**config.mk**
```make
export PLATFORM = sky130hd
export DESIGN_NAME = weapon_fire_scheduler_flat
export DESIGN_NICKNAME = d
export VERILOG_FILES = /design/src/rtl/weapon_fire_scheduler_if.sv /design/src/rtl/weapon_fire_scheduler.sv /design/src/flat_wrapper.sv
export SDC_FILE = /design/constraint.sdc
export NUM_CORES = 1
export LEC_CHECK = 0
export ABC_CLOCK_PERIOD_IN_PS = 2800
export CORE_UTILIZATION = 30
export CTS_BUF_LIST = sky130_fd_sc_hd__clkbuf_2
export CTS_CLUSTER_DIAMETER = 100
export CTS_CLUSTER_SIZE = 14
export DETAILED_ROUTE_END_ITERATION = 10
export PLACE_DENSITY = 0.56
export SYNTH_ARGS = -nofsm -noshare
export SYNTH_HDL_FRONTEND = slang
export SYNTH_SLANG_ARGS = --single-unit
```
**constraint.sdc**
```tcl
create_clock -name clk -period 2.8 [get_ports clk]
set_input_delay 0.28 -clock clk [delete_from_list [all_inputs] [get_ports clk]]
set_output_delay 0.28 -clock clk [all_outputs]
set_load 0.02 [all_outputs]
```
**src/rtl/weapon_fire_scheduler_if.sv**
```systemverilog
// Weapon fire scheduler signal bundle: trigger/reload requests in,
// weapon state, shot pulse and ammunition status out.
interface weapon_fire_scheduler_if #(
  parameter int unsigned AMMO_MAX = 8
);
  localparam int unsigned AW = $clog2(AMMO_MAX + 1);

  logic          trig;
  logic          reload_req;
  logic [2:0]    weapon_state;
  logic          fire_pulse;
  logic [AW-1:0] ammo;
  logic          reloading;
  logic          empty;

  modport master (
    output trig, reload_req,
    input  weapon_state, fire_pulse, ammo, reloading, empty
  );

  modport slave (
    input  trig, reload_req,
    output weapon_state, fire_pulse, ammo, reloading, empty
  );
endinterface

```
**src/rtl/weapon_fire_scheduler.sv**
```systemverilog
// Weapon fire cycle sequencer: arbitrates fire vs reload, tracks ammo and
// times the firing, recovery and reload phases with one shared timer.
// Optional feature macro: WEAPON_AUTOFIRE_EN (trigger level fires instead
// of trigger rising edge).
module weapon_fire_scheduler #(
  parameter int unsigned AMMO_MAX        = 8,
  parameter int unsigned FIRE_CYCLES     = 4,
  parameter int unsigned COOLDOWN_CYCLES = 6,
  parameter int unsigned RELOAD_CYCLES   = 10
) (
  input logic                    clk,
  input logic                    rst,
  weapon_fire_scheduler_if.slave wif
);

  localparam int unsigned AW    = $clog2(AMMO_MAX + 1);
  localparam int unsigned T_MX1 = (FIRE_CYCLES > COOLDOWN_CYCLES) ? FIRE_CYCLES : COOLDOWN_CYCLES;
  localparam int unsigned T_MAX = (T_MX1 > RELOAD_CYCLES) ? T_MX1 : RELOAD_CYCLES;
  localparam int unsigned TW    = (T_MAX > 1) ? $clog2(T_MAX) : 1;

  localparam logic [TW-1:0] FIRE_LAST   = TW'(FIRE_CYCLES - 1);
  localparam logic [TW-1:0] COOL_LAST   = TW'(COOLDOWN_CYCLES - 1);
  localparam logic [TW-1:0] RELOAD_LAST = TW'(RELOAD_CYCLES - 1);
  localparam logic [AW-1:0] AMMO_FULL   = AW'(AMMO_MAX);

  typedef enum logic [2:0] {
    S_LOADED,
    S_FIRING,
    S_RECOVER,
    S_EMPTY,
    S_RELOAD
  } state_t;

  state_t        state_q, state_d;
  logic [TW-1:0] timer_q, timer_d;
  logic [AW-1:0] ammo_q, ammo_d;
  logic          trig_q;
  logic          fire_req;
  logic          fire_d, fire_q;
  logic [2:0]    ws_d, ws_q;
  logic          reloading_q, empty_q;

  // Trigger history; set in reset so a trigger held through reset is not an edge.
  always_ff @(posedge clk or negedge rst) begin
    if (!rst) trig_q <= 1'b1;
    else      trig_q <= wif.trig;
  end

`ifdef WEAPON_AUTOFIRE_EN
  logic armed_q;

  // Level firing; trig_q only suppresses the first cycle out of reset.
  always_ff @(posedge clk or negedge rst) begin
    if (!rst) armed_q <= 1'b0;
    else      armed_q <= 1'b1;
  end

  assign fire_req = wif.trig & (armed_q | ~trig_q);
`else
  assign fire_req = wif.trig & ~trig_q;
`endif

  // Next-state, timer, ammo and shot-pulse decisions.
  always_comb begin
    state_d = state_q;
    timer_d = timer_q;
    ammo_d  = ammo_q;
    fire_d  = 1'b0;
    case (state_q)
      S_LOADED: begin
        if (fire_req && (ammo_q != '0)) begin
          state_d = S_FIRING;
          timer_d = '0;
          ammo_d  = ammo_q - 1'b1;
          fire_d  = 1'b1;
        end else if (wif.reload_req && (ammo_q < AMMO_FULL)) begin
          state_d = S_RELOAD;
          timer_d = '0;
        end
      end
      S_FIRING: begin
        if (timer_q == FIRE_LAST) begin
          state_d = S_RECOVER;
          timer_d = '0;
        end else begin
          timer_d = timer_q + 1'b1;
        end
      end
      S_RECOVER: begin
        if (timer_q == COOL_LAST) begin
          state_d = (ammo_q != '0) ? S_LOADED : S_EMPTY;
          timer_d = '0;
        end else begin
          timer_d = timer_q + 1'b1;
        end
      end
      S_EMPTY: begin
        if (wif.reload_req) begin
          state_d = S_RELOAD;
          timer_d = '0;
        end
      end
      S_RELOAD: begin
        if (timer_q == RELOAD_LAST) begin
          state_d = S_LOADED;
          timer_d = '0;
          ammo_d  = AMMO_FULL;
        end else begin
          timer_d = timer_q + 1'b1;
        end
      end
      default: begin
        state_d = S_LOADED;
        timer_d = '0;
      end
    endcase
  end

  // One-hot display code for the state being entered.
  always_comb begin
    ws_d = '0;
    case (state_d)
      S_LOADED:  ws_d = 3'b001;
      S_FIRING:  ws_d = 3'b010;
      S_RECOVER: ws_d = 3'b100;
      default:   ws_d = '0;
    endcase
  end

  // State, timer and registered outputs; outputs decode the next state so
  // they change on the same edge as the state itself.
  always_ff @(posedge clk or negedge rst) begin
    if (!rst) begin
      state_q     <= S_LOADED;
      timer_q     <= '0;
      ammo_q      <= AMMO_FULL;
      fire_q      <= 1'b0;
      ws_q        <= 3'b001;
      reloading_q <= 1'b0;
      empty_q     <= 1'b0;
    end else begin
      state_q     <= state_d;
      timer_q     <= timer_d;
      ammo_q      <= ammo_d;
      fire_q      <= fire_d;
      ws_q        <= ws_d;
      reloading_q <= (state_d == S_RELOAD);
      empty_q     <= (state_d == S_EMPTY);
    end
  end

  assign wif.weapon_state = ws_q;
  assign wif.fire_pulse   = fire_q;
  assign wif.ammo         = ammo_q;
  assign wif.reloading    = reloading_q;
  assign wif.empty        = empty_q;

endmodule

```
**src/flat_wrapper.sv**
```systemverilog
// flat-port wrapper written by rule: the top's interface ports become plain ports
module weapon_fire_scheduler_flat 
#(
  parameter int unsigned AMMO_MAX        = 8,
  parameter int unsigned FIRE_CYCLES     = 4,
  parameter int unsigned COOLDOWN_CYCLES = 6,
  parameter int unsigned RELOAD_CYCLES   = 10
)
  (clk, rst, wif_trig, wif_reload_req, wif_weapon_state, wif_fire_pulse, wif_ammo, wif_reloading, wif_empty);
  weapon_fire_scheduler_if #(.AMMO_MAX(AMMO_MAX)) wif_i ();
  input logic clk;
  input logic rst;
  input wire logic [$bits(wif_i.trig)-1:0] wif_trig;
  input wire logic [$bits(wif_i.reload_req)-1:0] wif_reload_req;
  output wire logic [$bits(wif_i.weapon_state)-1:0] wif_weapon_state;
  output wire logic [$bits(wif_i.fire_pulse)-1:0] wif_fire_pulse;
  output wire logic [$bits(wif_i.ammo)-1:0] wif_ammo;
  output wire logic [$bits(wif_i.reloading)-1:0] wif_reloading;
  output wire logic [$bits(wif_i.empty)-1:0] wif_empty;
  assign wif_i.trig = wif_trig;
  assign wif_i.reload_req = wif_reload_req;
  assign wif_weapon_state = wif_i.weapon_state;
  assign wif_fire_pulse = wif_i.fire_pulse;
  assign wif_ammo = wif_i.ammo;
  assign wif_reloading = wif_i.reloading;
  assign wif_empty = wif_i.empty;
  weapon_fire_scheduler #(.AMMO_MAX(AMMO_MAX), .FIRE_CYCLES(FIRE_CYCLES), .COOLDOWN_CYCLES(COOLDOWN_CYCLES), .RELOAD_CYCLES(RELOAD_CYCLES)) u_core (.clk(clk), .rst(rst), .wif(wif_i));
endmodule
```
==> reports/metrics.yaml <==
synth:
  synth_top_area_share_pct: 37.8
  synth_edf_count: 0
  ys_seq_area_share_pct: 45.7
  yosys-top-cells-area: "dfrtp_1 (38%), dfstp_2 (7.9%), ha_1 (5.0%)"
  ys_async_sr_fraction_pct: 100
  syn-instance-count: 93
  synth_top_area_cell: "dfrtp_1"
  synth_area_sq_um: 993
  ys_warn_count: 0
  syn_nets: 101
  synth_ff_type: "dfrtp_1"
  ys_types: 39
  synth.avg_cell_area_sq_um: 10.7
  ys_seq_elements: 18
clocking:
  clock_sinks: 18
  cts_tree: "built"
  clk_latency_ps: 310
  cts_resized: 0
  cts_max_path_buffers: 2
  postCtsSetupBuffers: 0
  postCtsHoldBufs: 0
  cts.htree.levels: 1
  clk_pin_slew_worst_paths_ps: 170
  cts_buffers: 3
  root_buffer: "clkbuf_2"
setup_path:
  crit_fanout: 5
  critPathTopFamily: "simple AND/OR/NAND/NOR gates"
  crit_top_cell: "nor3b_1"
  cp_num_buf_inv: 1
  crit_required_ps: 3020
  crit_arrival_ps: 2130
  criticalPathCategory: "flop to flop"
  crit_path_end_kind: "flop"
  slowest_delay_ps: 470
  cp_cell_sequence: "inv_1 > ha_1 > nor3b_1 > nor3b_1 > nand3_1 > xnor2_1 > and2_1"
  cp-start-kind: "flop"
  cpMaxStageDelayCell: "nor3b_1"
  rrSetupSlack_ps: 900
placed_design:
  io_buffers: 13
  place_hpwl_mm: 1.30
  place.gp.congestion: 0.802
  place_inst: 147
final_layout:
  area_delta_synth_final_pct: 18.8
  final_nets: 116
  seqCellArea_sq_um: 454
  drive_gt1_share_pct: 17.8
  fillers: 338
  diodes: 0
  finalNonFillerCells: 151
  multi_input_area_sq_um: 495
floorplan:
  die_area_sq_mm: 0.00355
  start_util_pct: 32.0
  num_rows: 20
  die_h_um: 59.5
  ioPinCount: 14
  coreArea_sq_mm: 0.00310
  die_x_um: 59.5
global_route:
  grt_pass1_vias: 695
  grt_pass1_wl_mm: 3.06
  gr-total-overflow: 0
  antenna_found_initial: 0
  grt_usage_pct: 11.8
  grt_max_degree: 19
detailed_routing:
  drtIter0Drc: 8
  num_vias: 705
  postRouteAntennaNets: 0
  post-route-drc-count: 0
  wl_per_cell_um: 11.9
  drt-pass1-iter-count: 3
  avgViaCountPerCell: 4.67
  wl_mm: 1.80
outcome:
  run_status: "completed"
timing:
  worst_pin_slew_ps: 804
  fmax_ghz: 0.525
  tns_ps: 0
  final-setup-viol-count: 0
  fin_crit_ps: 1900
  fin_worst_skew_ps: 1.27
  rsz0062_at_grt: "no"
  min_period_over_period_pct: 68.0
  finalMaxSlewViolations: 0
  slew_headroom_pct: 46.2
  hold_viol: 0
flow_run:
  drv_cap: 0
pwr:
  irDropWorstVdd_uv: 288
  p_leak_nw: 0.512
  power_density_mw_per_mm2: 1060
min_path:
  hp-class: "primary input to async pin"
[flip-flops by register name, summed over array words and instances, names as in the netlist]
| register | flops |
|---|---|
| u_core.trig_q | 1 |
| u_core.wif.fire_pulse | 1 |
| u_core.wif.weapon_state | 3 |
| u_core.state_q | 3 |
| u_core.wif.empty | 1 |
| u_core.timer_q | 4 |
| u_core.wif.reloading | 1 |
| u_core.wif.ammo | 4 |
[cell usage after synthesis, drive strengths merged (2+ instances only)]
cell,n
nand2,5
dfrtp,15
o21ai,4
inv,7
nand3,5
xnor2,2
nand3b,2
buf,3
ha,4
dfstp,3
nor2,9
a21oi,4
a211o,3
o41ai,2
and3b,3
nor3b,5
nor3,3
[stage by stage]
step                util, %  setup slack (ps)  cell area, sq um  power, mW  hold WS, ps
finish                 38.0               895              1180       1.25          408
CTS                    38.0               880              1180       1.26          431
global route           38.0               702              1180       1.35          452
floorplan                 -               944               993      0.948        -15.6
global placement       37.4               954              1160       1.14          527
detailed placement     37.4               890              1160       1.14          528
[cells by family (layout without fill, tap and decap cells)]
family                     count (synthesis)  after routing  share of synthesized area (%)
buffers and inverters                     10             24                           4.41
DFF                                       18             18                           45.7
adders and majority gates                  4              4                           5.04
xor gates and xnor gates                   2              2                           1.76
AOI/OAI and AO/OA                         18             18                           14.9
muxes                                      1              1                           1.13
and+or+nand+nor                           40             40                           27.1
[cells in the final DEF (no fill, tap or decap), types with 3 or more instances in the layout]
master	Yosys	layout
nand3_1	5	5
ha_1	4	4
dfrtp_1	15	15
dfstp_2	3	3
a211o_1	3	3
o21ai_0	4	4
a21oi_1	3	3
nor3b_1	4	4
nand2_1	5	5
inv_1	7	7
clkbuf_2	0	3
nor2_1	9	9
clkdlybuf4s50_1	0	13
[routing by layer]
layer	GRT usage (%)	share of wire, %
met5	0	0
met4	4.65	1.4
met3	4.59	3.3
met2	17.2	43
met1	15.6	52
[power by group]
group / switching, mW / internal, mW / total, mW
Sequential: 0.134 / 0.368 / 0.502
Combinational: 0.318 / 0.314 / 0.631
Clock: 0.0840 / 0.0311 / 0.115
[worst paths after layout]
check                                   start                 end  cells after the start
max in group asynchronous                 rst  u_core.wif.ammo[1]                      1
hold reg to reg             u_core.timer_q[1]   u_core.timer_q[1]                      1
min in group clk                     wif_trig       u_core.trig_q                      1
setup reg to reg           u_core.wif.ammo[0]  u_core.wif.ammo[2]                      7
setup / recovery           u_core.wif.ammo[0]  u_core.wif.ammo[2]                      7
hold / removal                            rst   u_core.timer_q[2]                      1
[layout make-up]
cell class	count	share of cell area (%)
multi-input cells	65	42.0
flip-flops and latches	18	38.5
repair buffers	13	11.0
well taps	44	4.67
inverters	7	2.23
clock buffers	3	1.27
clock inverters	1	0.318
Power figures use the tool's default switching activity.
